<file path="src/rtl/pcs_pkg.sv">
// Shared PCS receive-side types and constants.
// Sync-header width, link-FSM state encoding and valid header values.
package pcs_pkg;

    localparam int HDR_WIDTH = 2;

    localparam logic [HDR_WIDTH-1:0] SYNC_DATA = 2'b01;
    localparam logic [HDR_WIDTH-1:0] SYNC_CTRL = 2'b10;

    typedef enum logic [2:0] {
        RESET_LOCK,
        WAIT_LOCK,
        QUALIFY,
        LINK_UP,
        HI_BER
    } link_state_e;

endpackage

</file>
<file path="src/rtl/ber_monitor.sv">
// Sync-header bit-error-rate monitor: window and invalid-header counters.
// Ports: i_enable (locked and not re-acquiring), i_hdr/i_hdr_valid in;
//        o_hi_ber, o_window_done (registered), o_invalid (beat strobe) out.
module ber_monitor
    import pcs_pkg::*;
#(
    parameter int BER_WINDOW      = 19531,
    parameter int BER_MAX_INVALID = 16
) (
    input  logic                 i_clk,
    input  logic                 i_reset_n,
    input  logic                 i_enable,
    input  logic [HDR_WIDTH-1:0] i_hdr,
    input  logic                 i_hdr_valid,
    output logic                 o_hi_ber,
    output logic                 o_window_done,
    output logic                 o_invalid
);

    localparam int WIN_W = $clog2(BER_WINDOW);
    localparam int INV_W = $clog2(BER_MAX_INVALID + 1);
    localparam logic [WIN_W-1:0] WIN_LAST = WIN_W'(BER_WINDOW - 1);
    localparam logic [INV_W-1:0] INV_MAX  = INV_W'(BER_MAX_INVALID);

    logic [WIN_W-1:0] r_win_cnt;
    logic [INV_W-1:0] r_inv_cnt;
    logic             r_hi_ber;
    logic             r_window_done;

    logic             w_beat;
    logic             w_invalid;
    logic             w_win_end;
    logic [INV_W-1:0] w_inv_next;

    assign w_beat    = i_enable && i_hdr_valid;
    assign w_invalid = w_beat && (i_hdr != SYNC_DATA) && (i_hdr != SYNC_CTRL);
    assign w_win_end = w_beat && (r_win_cnt == WIN_LAST);

    // The beat's own invalid header counts toward the window it closes.
    assign w_inv_next = (w_invalid && (r_inv_cnt != INV_MAX)) ?
                        r_inv_cnt + 1'b1 : r_inv_cnt;

    always_ff @(posedge i_clk) begin
        if (!i_reset_n || !i_enable) begin
            r_win_cnt     <= '0;
            r_inv_cnt     <= '0;
            r_hi_ber      <= 1'b0;
            r_window_done <= 1'b0;
        end else begin
            r_window_done <= w_win_end;
            if (w_beat) begin
                if (w_win_end) begin
                    r_win_cnt <= '0;
                    r_inv_cnt <= '0;
                    r_hi_ber  <= (w_inv_next == INV_MAX);
                end else begin
                    r_win_cnt <= r_win_cnt + 1'b1;
                    r_inv_cnt <= w_inv_next;
                    if (w_inv_next == INV_MAX) begin
                        r_hi_ber <= 1'b1;
                    end
                end
            end
        end
    end

    assign o_hi_ber      = r_hi_ber;
    assign o_window_done = r_window_done;
    assign o_invalid     = w_invalid;

endmodule

</file>
<file path="src/rtl/pcs_rx_link_ctrl.sv">
// PCS receive link controller: lock bring-up, BER qualification, re-acquire.
// Ports: i_hdr/i_hdr_valid/i_block_lock/i_err_cnt_clr in; o_lock_reset_n,
//        o_rx_enable, o_link_up, o_hi_ber, o_err_cnt (all registered) out.
module pcs_rx_link_ctrl
    import pcs_pkg::*;
#(
    parameter int BER_WINDOW      = 19531,
    parameter int BER_MAX_INVALID = 16,
    parameter int LOCK_RST_CYCLES = 4,
    parameter int RELOCK_WINDOWS  = 8
) (
    input  logic                 i_clk,
    input  logic                 i_reset_n,
    input  logic [HDR_WIDTH-1:0] i_hdr,
    input  logic                 i_hdr_valid,
    input  logic                 i_block_lock,
    output logic                 o_lock_reset_n,
    output logic                 o_rx_enable,
    output logic                 o_link_up,
    output logic                 o_hi_ber,
    input  logic                 i_err_cnt_clr,
    output logic [7:0]           o_err_cnt
);

    localparam int RST_W = $clog2(LOCK_RST_CYCLES + 1);
    localparam int RLK_W = $clog2(RELOCK_WINDOWS + 1);
    localparam logic [RST_W-1:0] RST_LAST = RST_W'(LOCK_RST_CYCLES - 1);
    localparam logic [RLK_W-1:0] RLK_LAST = RLK_W'(RELOCK_WINDOWS - 1);

    link_state_e      r_state;
    logic [RST_W-1:0] r_rst_cnt;
    logic [RLK_W-1:0] r_relock_cnt;
    logic             r_lock_reset_n;
    logic             r_rx_enable;
    logic             r_link_up;
    logic [7:0]       r_err_cnt;

    logic             w_mon_en;
    logic             w_hi_ber;
    logic             w_window_done;
    logic             w_invalid;
    logic             w_clean;

    // Lock state machine is held in reset, so its lock flag is ignored.
    assign w_mon_en = i_block_lock && (r_state != RESET_LOCK);
    assign w_clean  = w_window_done && !w_hi_ber;

    ber_monitor #(
        .BER_WINDOW      (BER_WINDOW),
        .BER_MAX_INVALID (BER_MAX_INVALID)
    ) u_ber_monitor (
        .i_clk         (i_clk),
        .i_reset_n     (i_reset_n),
        .i_enable      (w_mon_en),
        .i_hdr         (i_hdr),
        .i_hdr_valid   (i_hdr_valid),
        .o_hi_ber      (w_hi_ber),
        .o_window_done (w_window_done),
        .o_invalid     (w_invalid)
    );

    always_ff @(posedge i_clk) begin
        if (!i_reset_n) begin
            r_state        <= RESET_LOCK;
            r_rst_cnt      <= '0;
            r_relock_cnt   <= '0;
            r_lock_reset_n <= 1'b0;
            r_rx_enable    <= 1'b0;
            r_link_up      <= 1'b0;
        end else begin
            case (r_state)
                RESET_LOCK: begin
                    r_rst_cnt <= r_rst_cnt + 1'b1;
                    if (r_rst_cnt == RST_LAST) begin
                        r_state        <= WAIT_LOCK;
                        r_lock_reset_n <= 1'b1;
                    end
                end
                WAIT_LOCK: begin
                    if (i_block_lock) begin
                        r_state <= QUALIFY;
                    end
                end
                QUALIFY: begin
                    if (!i_block_lock) begin
                        r_state <= WAIT_LOCK;
                    end else if (w_hi_ber) begin
                        r_state      <= HI_BER;
                        r_relock_cnt <= '0;
                    end else if (w_clean) begin
                        r_state     <= LINK_UP;
                        r_rx_enable <= 1'b1;
                        r_link_up   <= 1'b1;
                    end
                end
                LINK_UP: begin
                    if (!i_block_lock) begin
                        r_state     <= WAIT_LOCK;
                        r_rx_enable <= 1'b0;
                        r_link_up   <= 1'b0;
                    end else if (w_hi_ber) begin
                        r_state      <= HI_BER;
                        r_relock_cnt <= '0;
                        r_rx_enable  <= 1'b0;
                        r_link_up    <= 1'b0;
                    end
                end
                HI_BER: begin
                    if (!i_block_lock) begin
                        r_state <= WAIT_LOCK;
                    end else if (w_clean) begin
                        r_state      <= LINK_UP;
                        r_relock_cnt <= '0;
                        r_rx_enable  <= 1'b1;
                        r_link_up    <= 1'b1;
                    end else if (w_window_done) begin
                        // Bad window: the last allowed one forces re-acquire.
                        if (r_relock_cnt == RLK_LAST) begin
                            r_state        <= RESET_LOCK;
                            r_rst_cnt      <= '0;
                            r_relock_cnt   <= '0;
                            r_lock_reset_n <= 1'b0;
                        end else begin
                            r_relock_cnt <= r_relock_cnt + 1'b1;
                        end
                    end
                end
                default: begin
                    r_state        <= RESET_LOCK;
                    r_rst_cnt      <= '0;
                    r_lock_reset_n <= 1'b0;
                    r_rx_enable    <= 1'b0;
                    r_link_up      <= 1'b0;
                end
            endcase
        end
    end

    // A clear coinciding with an invalid header keeps that header.
    always_ff @(posedge i_clk) begin
        if (!i_reset_n) begin
            r_err_cnt <= '0;
        end else if (i_err_cnt_clr) begin
            r_err_cnt <= {7'b0, w_invalid};
        end else if (w_invalid && (r_err_cnt != 8'hFF)) begin
            r_err_cnt <= r_err_cnt + 8'd1;
        end
    end

    assign o_lock_reset_n = r_lock_reset_n;
    assign o_rx_enable    = r_rx_enable;
    assign o_link_up      = r_link_up;
    assign o_hi_ber       = w_hi_ber;
    assign o_err_cnt      = r_err_cnt;

endmodule
</file>
<file path="config.mk">
export PLATFORM = sky130hd
export DESIGN_NAME = pcs_rx_link_ctrl
export DESIGN_NICKNAME = d
export VERILOG_FILES = /design/src/rtl/pcs_pkg.sv /design/src/rtl/ber_monitor.sv /design/src/rtl/pcs_rx_link_ctrl.sv
export SDC_FILE = /design/constraint.sdc
export NUM_CORES = 1
export LEC_CHECK = 0
export BUFFER_PORTS_ARGS = -buffer_cell sky130_fd_sc_hd__buf_2
export CELL_PAD_IN_SITES_DETAIL_PLACEMENT = 1
export CELL_PAD_IN_SITES_GLOBAL_PLACEMENT = 1
export CORE_UTILIZATION = 45
export CTS_CLUSTER_SIZE = 20
export DETAILED_ROUTE_END_ITERATION = 8
export HOLD_SLACK_MARGIN = 0.15
export PLACE_DENSITY = 0.79
export SLEW_MARGIN = 20
export SYNTH_ARGS = -nofsm -noshare
export SYNTH_HDL_FRONTEND = slang
export SYNTH_HIERARCHICAL = 1
export SYNTH_SLANG_ARGS = --single-unit
</file>
<file path="constraint.sdc">
create_clock -name i_clk -period 3.1 [get_ports i_clk]
set_input_delay 0.31 -clock i_clk [delete_from_list [all_inputs] [get_ports i_clk]]
set_output_delay 0.31 -clock i_clk [all_outputs]
set_load 0.02 [all_outputs]
</file>
==> summary.md, run 1 <==
| Metric | Value |
|---|---|
| Initial antenna violation count | 0 |
| Distinct cells, synth | 60 |
| Post-route setup TNS | 0 ns |
| Antenna Diode Count | 0 |
| Most Used Layer, Global Route | met2 |
| Number of H-tree levels | 2 |
| Chip Width | 75.9 um |
| Prevailing post-synth register cell | dfxtp_1 |
| Clock root cell | clkbuf_8 |
| Post-route worst setup slack | 0.560 ns |
| Setup WS pre-CTS | 0.601 ns |
| Final #Nets | 328 |
| CTS tree | done |
| Die height | 75.9 um |
| Share of cells above drive strength 1 | 13.4% |
| Worst Skew | 0.0152 ns |
| Mean Syn Cell Area | 8.31 um2 |
| Clk sinks | 43 |
| PwrDens | 456 mW/mm2 |
| Pin count of the biggest net entering global routing | 25 |
| Worst-path maximum fanout | 24 |
| Count leader, synth | dfxtp_1 |
| Final setup viols | 0 |
| Clk Latency, worst-skew pair | 0.31 ns |
| Slew Viols, Final | 0 |
| IO buf count | 18 |
| First-pass GRT wire length | 10.7 mm |
| Status | completed |
| Reg area | 861 um2 |
| I/O pin cnt | 19 |
| CP Launch Type | flip-flop |
| CTS hold repair buffers | 0 |
| Fill cells | 641 |
| Area growth, synth to finish | 9.46% |
| Arrival time worst endpoint | 2.78 ns |
| Synth area leader | dfxtp_1 |
| Asr flop ratio synth | 0% |
| GRT met3 Usage | 3.86% |
| Worst-path clk slew | 0.10 ns |
| WL/cell | 15.2 um |
| Synth Net Count | 311 |
| Syn. warnings | 6 |
| Multi-input gate area | 0.00147 mm2 |
| Hold WC Path Type | input port to flip-flop |
| Most frequent cells after synthesis | dfxtp_1, nand2_1, a21oi_1, nor2_1 |
| Top cells by area, synth | dfxtp_1, a21oi_1, ha_1, nand2_1, nand3_1 |
| GRT overflow | 0 |
| RSZ-0062 raised after global routing | no |
| Initial Utilization | 47.6% |
| Period utilisation layout | 81.9% |
| CTS Buf Count | 5 |
| Post-DRT Antenna Nets | 0 |
| Fmax | 394 MHz |
| Core area | 0.00517 mm2 |
| Number of synthesized flops with an enable pin | 0 |
| Bufs on Longest Clock Path | 2 |
| Final Total Pwr | 1.23 mW |
| Max_cap viols | 0 |
| Area share of the largest cell type after synthesis | 35.0% |
| Post-CTS Setup Inserts | 0 |
| Syn Std Cell Area | 0.00246 mm2 |
| DRT Pass-1 Iters | 4 |
| Via count | 2255 |
| RD Place Congestion | 0.816 |
| Drt initial violations | 100 |
| Die area | 0.00577 mm2 |
| Vias in the first global route | 2330 |
| Final min period | 2.54 ns |
| Cells after synthesis | 296 |
| DRC viols | 0 |
| Via/cell ratio | 5.87 |
| Seq/Total Area, Yosys | 35.0% |
| Setup CP Type | flip-flop to flip-flop |
| Rel. slew slack | 40.2% |
| Total routed wirelength | 5.84 mm |
| Worst slew pin tran | 0.893 ns |
| Worst setup EP type | flip-flop |
| Met1 GRT Util | 27.9% |
| Seq cells post-synth | 43 |
| Post-DP HPWL | 4.19 mm |
| Hold Fails Final Rpt | 0 |
| Met2 Use GR | 38.9% |
| Total track usage | 22.3% |
| Final Instance Area | 0.00269 mm2 |
| Post-CTS sizing | 0 |
| Dpl cell area | 0.00260 mm2 |
| Std cell rows | 26 |
| Crit path required time | 3.34 ns |
| VDD IR max | 0.000211 V |
| Leakage power | 0.888 nW |
==> state kept, by name, summed over array words and instances (netlist names) <==
name                         cells
u_ber_monitor/r_win_cnt         15
u_ber_monitor/r_inv_cnt          5
o_err_cnt                        8
r_state                          3
o_link_up                        1
r_rst_cnt                        3
o_lock_reset_n                   1
o_rx_enable                      1
u_ber_monitor/o_window_done      1
r_relock_cnt                     4
u_ber_monitor/o_hi_ber           1
==> placed cells by master, fill, tap and decap left out, types with 7 or more instances in the layout <==
| cell type | n |
|---|---|
| dfxtp_1 | 43 |
| nand2_1 | 25 |
| a21oi_1 | 22 |
| buf_2 | 18 |
| nor2_1 | 17 |
| inv_1 | 16 |
| nand3_1 | 16 |
| o21ai_0 | 12 |
| or3_1 | 11 |
| nand4_1 | 8 |
| ha_1 | 8 |
| xor2_1 | 7 |
==> cell families (layout without fill, tap and decap cells) <==
family,Yosys count,count (layout),synth area share (%)
flops,43,43,35.0
xor+xnor,9,9,3.20
compound gates,73,73,19.9
buf+inv,28,46,5.19
fa+ha+maj,8,8,4.07
mux,4,4,1.63
simple gates,131,131,31.0
==> layout make-up <==
| type | instances | share of cell area (%) |
|---|---|---|
| multi-input cells | 225 | 54.6 |
| well taps | 70 | 3.25 |
| clock inverters | 3 | 0.883 |
| clock buffers | 5 | 2.56 |
| flip-flops and latches | 43 | 32.0 |
| repair buffers | 22 | 4.46 |
| inverters | 16 | 2.23 |
==> final timing paths <==
path / from / end / slack, ns / depth (start not counted)
worst min-delay path: i_err_cnt_clr / o_err_cnt[0] / 0.27 / 3
worst min register to register: o_rx_enable / o_rx_enable / 0.45 / 2
worst max-delay path: r_state[1] / o_err_cnt[7] / 0.56 / 8
worst max register to register: r_state[1] / o_err_cnt[7] / 0.56 / 8
==> layer usage <==
metal  share of wire (%)  vias to the layer above  wire [um]
met4                0.94                        0         55
li1                    -                     1148          -
met1                  48                     1083       2810
met2                  49                       20       2870
met5                   0                        -          0
met3                 1.9                        4        110
==> power by group <==
part	leakage, nW	internal [mW]	switching (mW)
clock network	0.0408	0.161	0.216
registers	0.347	0.576	0.0153
logic	0.500	0.0984	0.160
==> critical path, cell delays in order, from the launching register on <==
cell and delay (ns):
dfxtp_1 0.32, buf_4 0.23, nor3_1 0.13, nor2b_1 0.29
nand2_1 0.14, nor2_1 0.39, o311ai_1 0.27, or4_1 0.52
a21oi_1 0.16
==> through the flow <==
| stage | std cells | util, % | hold WS (ns) |
|---|---|---|---|
| floorplan | 296 | - | 0.444 |
| global placement | 376 | 50.3 | 0.431 |
| detailed placement | 376 | 50.3 | 0.438 |
| CTS | 384 | 52.1 | 0.261 |
| global route | 384 | 52.1 | 0.279 |
| finish | 384 | 52.1 | 0.265 |
Power figures use the tool's default switching activity.
==> run 2: changes to the inputs <==
- clock period: 3.1 -> 2.5 ns (I/O delays scaled with it)
==> summary.md, run 2 (synthesis results as in run 1) <==
| Metric | Value |
|---|---|
| Crit path required time | 2.68 ns (-0.66 ns) |
| Slowest cell on crit path | or4_4 |
| Worst-path maximum fanout | 12 (-50%) |
| Std cell rows | 26 (unchanged) |
| Worst-path clk slew | 0.09 ns (about the same) |
| Worst setup EP type | flip-flop |
| I/O pin cnt | 19 (unchanged) |
| Clk sinks | 43 (unchanged) |
| Setup WS pre-CTS | 0.281 ns (-0.320 ns) |
| DR WL met3 | 136 um (+24%) |
| Status | completed |
| Hold Crit Depth | 3 (unchanged) |
| Die area | 0.00577 mm2 (unchanged) |
| GRT overflow | 0 (unchanged) |
| Vias in the first global route | 2258 (-3.1%) |
| Worst Skew | 0.00667 ns (-0.00854 ns) |
| Area growth, synth to finish | 11.6% |
| IO buf count | 18 (unchanged) |
| Crit-path max cell delay | 0.63 ns (+0.11 ns) |
| Initial Utilization | 47.6% (unchanged) |
| CP Launch Type | flip-flop |
| Highest routed layer | met4 |
| CTS tree | done |
| Total track usage | 21.7% (-0.64 points) |
| Post-route setup TNS | 0 ns (unchanged) |
| Total routed wirelength | 6.01 mm (+3.0%) |
| Crit-path cells | inv_1 > ha_1 > or4b_1 > or4_4 > o21bai_4 > buf_4 > a21oi_1 |
| CTS hold repair buffers | 0 (unchanged) |
| Final min period | 2.25 ns (-0.291 ns) |
| Hold Path End | o_err_cnt[0] |
| Via/cell ratio | 5.97 (+1.6%) |
| Core area | 0.00517 mm2 (unchanged) |
| Fmax | 445 MHz (+13%) |
| Worst path bufs/invs | 2 (+1) |
| Antenna Diode Count | 0 (unchanged) |
| Hold Crit Start | i_err_cnt_clr |
| Reg-to-reg critical path startpoint | u_ber_monitor/r_win_cnt[0] |
| Worst reg2reg endpoint | u_ber_monitor/r_win_cnt[14] |
| Met1 wire length | 2.79 mm (-0.50%) |
| Post-route worst setup slack | 0.251 ns (-0.309 ns) |
| Register-to-Register Path Depth | 7 (-1) |
| Rel. slew slack | 35.4% (-4.8 points) |
| Met2 WL post-DR | 3.06 mm (+6.8%) |
| Period utilisation layout | 89.9% (+8.0 points) |
| R2R Setup Slk | 0.25 ns (-0.31 ns) |
| First-pass GRT wire length | 10.4 mm (-2.8%) |
| Worst slew pin tran | 0.965 ns (+0.0721 ns) |
| Clock root cell | clkbuf_8 |
| Bufs on Longest Clock Path | 2 (unchanged) |
| Number of H-tree levels | 2 (unchanged) |
| Chip Width | 75.9 um (unchanged) |
| Hold WC Path Type | input port to flip-flop |
| Via count | 2309 (+2.4%) |
| PwrDens | 594 mW/mm2 (+30%) |
| Final setup viols | 0 (unchanged) |
| Delay-heaviest family, CP | simple AND/OR/NAND/NOR gates |
| RD Place Congestion | 0.752 (-7.8%) |
| Initial antenna violation count | 0 (unchanged) |
| Clk Latency, worst-skew pair | 0.30 ns (about the same) |
| Slew Viols, Final | 0 (unchanged) |
| Final #Nets | 331 (+0.91%) |
| Setup CP Type | flip-flop to flip-flop |
| WL/cell | 15.5 um (+2.2%) |
| Post-DP HPWL | 4.20 mm (+0.20%) |
| DRC viols | 0 (unchanged) |
| Reg with most FFs | u_ber_monitor/r_win_cnt |
| Final Core Density | 53.1% (+1.0 points) |
| CTS Buf Count | 5 (unchanged) |
| Arrival time worst endpoint | 2.42 ns (-0.36 ns) |
| Drt initial violations | 66 (-34%) |
| Max FFs per register | 15 (unchanged) |
| DRT Pass-1 Iters | 4 (unchanged) |
| Hold Fails Final Rpt | 0 (unchanged) |
| Commonest non-fill, non-tap cell in the layout | dfxtp_1 |
| Post-DRT Antenna Nets | 0 (unchanged) |
| RSZ-0062 raised after global routing | no |
| Die height | 75.9 um (unchanged) |
| Pin count of the biggest net entering global routing | 24 (-4.0%) |
| Post-CTS sizing | 0 (unchanged) |
| Post-CTS Setup Inserts | 0 (unchanged) |
| VDD IR max | 0.000261 V (+24%) |
| Share of cells above drive strength 1 | 14.8% (+1.5 points) |
| Most frequent cells in the layout | dfxtp_1, nand2_1, a21oi_1 |
| Leakage power | 0.919 nW (+3.6%) |
| Max_cap viols | 0 (unchanged) |
## run 2: changes by cell type in the layout (fill, tap and decap cells not counted)
cell	change
nand2_1	-1
inv_6	-1
clkinvlp_4	-2
nor2_1	-1
buf_4	+3
nand2_2	+1
clkinv_4	+1
clkinv_2	+1
nor2_4	+1
bufinv_16	+1
## run 2: final cells by class
cell class              instances  area (um2)
clock inverters                 3        43.8
clock buffers                   5        68.8
well taps                      70        87.6
inverters                      16        60.1
multi-input cells             225        1480
repair buffers                 25         143
fillers                       625        2430
flip-flops and latches         43         861
## run 2: stage by stage
step                instance area, um2  cells  hold slack, ns  power, mW
floorplan                         2470    296           0.404      0.996
global placement                  2630    379           0.436       1.07
detailed placement                2630    379           0.444       1.09
CTS                               2750    387           0.210       1.65
global route                      2750    387           0.233       1.71
finish                            2750    387           0.214       1.63
## run 2: power by group
group          switching (mW)  internal (mW)  leakage [nW]  total (mW)
combinational           0.200          0.137         0.514       0.337
clock                   0.259          0.298        0.0581       0.557
sequential             0.0214          0.715         0.347       0.736
## run 2: worst max-delay path by stage
stage	from	endpoint	slack, ns	cells past startpoint
6_report	u_ber_monitor/r_win_cnt[0]	u_ber_monitor/r_win_cnt[14]	0.25	7
5_1_grt	u_ber_monitor/r_win_cnt[0]	u_ber_monitor/r_win_cnt[14]	0.16	7
4_1_cts	u_ber_monitor/r_win_cnt[0]	u_ber_monitor/r_win_cnt[14]	0.24	7
3_5_place_dp	u_ber_monitor/r_win_cnt[0]	u_ber_monitor/r_win_cnt[8]	0.28	7
3_3_place_gp	u_ber_monitor/r_win_cnt[0]	u_ber_monitor/r_win_cnt[8]	0.35	7
2_1_floorplan	r_state[1]	o_err_cnt[7]	0.05	10
## run 2: per-layer routing
layer  vias up  global-route usage (%)
met5         -                       0
met2        23                    38.7
met3         2                    3.73
met4         0                    4.81
met1      1135                    27.1
li1       1149                       -
## run 2: worst register-to-register path, stage by stage (launching register included)
cell and delay, ns:
dfxtp_1 0.37, inv_1 0.11, ha_1 0.14, or4b_1 0.42, or4_4 0.63, o21bai_4 0.19, buf_4 0.20, a21oi_1 0.07
==> run 3: changes to the inputs <==
- CORE_MARGIN: default -> 3
==> summary.md, run 3 (synthesis results as in run 1) <==
| Metric | Value |
|---|---|
| Fin Hold WS | 0.232 ns (+0.0177 ns) |
| Crit-path cells | inv_1 > ha_1 > or4b_1 > or4_4 > o21bai_4 > buf_4 > a21oi_1 |
| First-pass GRT wire length | 10.4 mm (about the same) |
| Final Core Density | 52.7% (-0.38 points) |
| Number of H-tree levels | 2 (unchanged) |
| Vias in the first global route | 2256 (-0.089%) |
| Post-DP HPWL | 4.35 mm (+3.7%) |
| Fmax | 442 MHz (-0.55%) |
| Worst Skew | 0.00386 ns (-0.00281 ns) |
| Via/cell ratio | 5.89 (-1.3%) |
| Crit-path max cell delay | 0.63 ns (about the same) |
| IO buf count | 18 (unchanged) |
| Worst setup EP type | flip-flop |
| Setup CP Type | flip-flop to flip-flop |
| Leakage power | 0.918 nW (-0.14%) |
| Initial antenna violation count | 0 (unchanged) |
| Slowest cell on crit path | or4_4 |
| Reg-to-reg critical path startpoint | u_ber_monitor/r_win_cnt[0] |
| Post-DRT Antenna Nets | 0 (unchanged) |
| Area growth, synth to finish | 11.5% (about the same) |
| Max FFs per register | 15 (unchanged) |
| Total routed wirelength | 6.06 mm (+0.83%) |
| Commonest non-fill, non-tap cell in the layout | dfxtp_1 |
| CTS tree | done |
| Max_cap viols | 0 (unchanged) |
| Final #Nets | 330 (-0.30%) |
| Bufs on Longest Clock Path | 2 (unchanged) |
| Chip Width | 79.9 um (+5.3%) |
| Hold Fails Final Rpt | 0 (unchanged) |
| RD Place Congestion | 0.796 (+5.8%) |
| CTS hold repair buffers | 0 (unchanged) |
| Post-route setup TNS | 0 ns (unchanged) |
| Worst-path maximum fanout | 12 (unchanged) |
| Reg with most FFs | u_ber_monitor/r_win_cnt |
| Post-CTS sizing | 0 (unchanged) |
| Arrival time worst endpoint | 2.44 ns (+0.02 ns) |
| Clk sinks | 43 (unchanged) |
| Die area | 0.00639 mm2 (+11%) |
| Worst setup path startpoint | u_ber_monitor/r_win_cnt[0] |
| DRC viols | 0 (unchanged) |
| GRT overflow | 0 (unchanged) |
| Post-CTS Setup Inserts | 0 (unchanged) |
| Period utilisation layout | 90.4% (+0.50 points) |
| Hold Crit Start | i_err_cnt_clr |
| Via count | 2274 (-1.5%) |
| Final min period | 2.26 ns (+0.0124 ns) |
| RSZ-0062 raised after global routing | no |
| Rel. slew slack | 36.1% (+0.63 points) |
| Worst-path clk slew | 0.08 ns (about the same) |
| Share of cells above drive strength 1 | 14.6% (-0.27 points) |
| WL/cell | 15.7 um (+1.1%) |
| Hold WC Path Type | input port to flip-flop |
| Drt initial violations | 93 (+41%) |
| Antenna Diode Count | 0 (unchanged) |
| Die height | 79.9 um (+5.3%) |
| PwrDens | 592 mW/mm2 (-0.28%) |
| Core area | 0.00520 mm2 (+0.63%) |
| Final Instance Area | 0.00274 mm2 (about the same) |
| Slew Viols, Final | 0 (unchanged) |
| Dpl cell area | 0.00263 mm2 (-0.28%) |
| I/O pin cnt | 19 (unchanged) |
| Total track usage | 20.0% (-1.6 points) |
| CTS Buf Count | 5 (unchanged) |
| Pin count of the biggest net entering global routing | 24 (unchanged) |
| Most frequent cells in the layout | dfxtp_1, nand2_1, a21oi_1 |
| Crit path required time | 2.68 ns (about the same) |
| Worst slew pin tran | 0.956 ns (-0.00948 ns) |
| Status | completed |
| Final setup viols | 0 (unchanged) |
| Initial Utilization | 47.3% (-0.30 points) |
| Clk Latency, worst-skew pair | 0.29 ns (about the same) |
| Clock root cell | clkbuf_8 |
| DRT Pass-1 Iters | 4 (unchanged) |
| Std cell rows | 26 (unchanged) |
| VDD IR max | 0.000246 V (-5.8%) |
| CP Launch Type | flip-flop |
## run 3: critical path: cells and delay by family, from the launching register on
kind,cells,cell delay (ns)
AOI/OAI and AO/OA,2,0.29
buffers and inverters,2,0.29
DFF,1,0.37
and+or+nand+nor,2,1.06
adders and majority gates,1,0.14
## run 3: power by group
part           internal, mW  leakage [nW]  switching [mW]
sequential            0.715         0.347          0.0194
combinational         0.130         0.510           0.200
clock                 0.323        0.0612           0.237
## run 3: through the flow
step                      total power, mW  std cells  setup WS [ns]
after floorplan                     0.996        296         0.0452
after global placement               1.06        378          0.303
after detailed placement             1.08        378          0.268
after CTS                            1.65        386          0.231
after global routing                 1.72        386         0.0936
final                                1.62        386          0.239
## run 3: worst paths after layout
path | to | slack, ns | cells past startpoint
max | u_ber_monitor/r_win_cnt[12] | 0.24 | 7
min | o_err_cnt[0] | 0.23 | 3
max reg2reg | u_ber_monitor/r_win_cnt[12] | 0.24 | 7
min reg2reg | o_rx_enable | 0.45 | 2
## run 3: cell type report
cell class,instances,area (um2)
Clock buffer,6,82.6
Fill cell,646,2460
Clock inverter,2,35.0
Sequential cell,43,861
Tap cell,70,87.6
Inverter,16,60.1
Timing Repair Buffer,24,135
Multi-Input combinational cell,225,1480
## run 3: routing by layer
| layer | up-vias | wire (um) | track usage [%] |
|---|---|---|---|
| li1 | 1150 | - | - |
| met1 | 1086 | 2960 | 25.6 |
| met2 | 28 | 2840 | 33.6 |
| met3 | 10 | 169 | 4.18 |
| met4 | 0 | 86 | 6.25 |
| met5 | - | 0 | 0 |
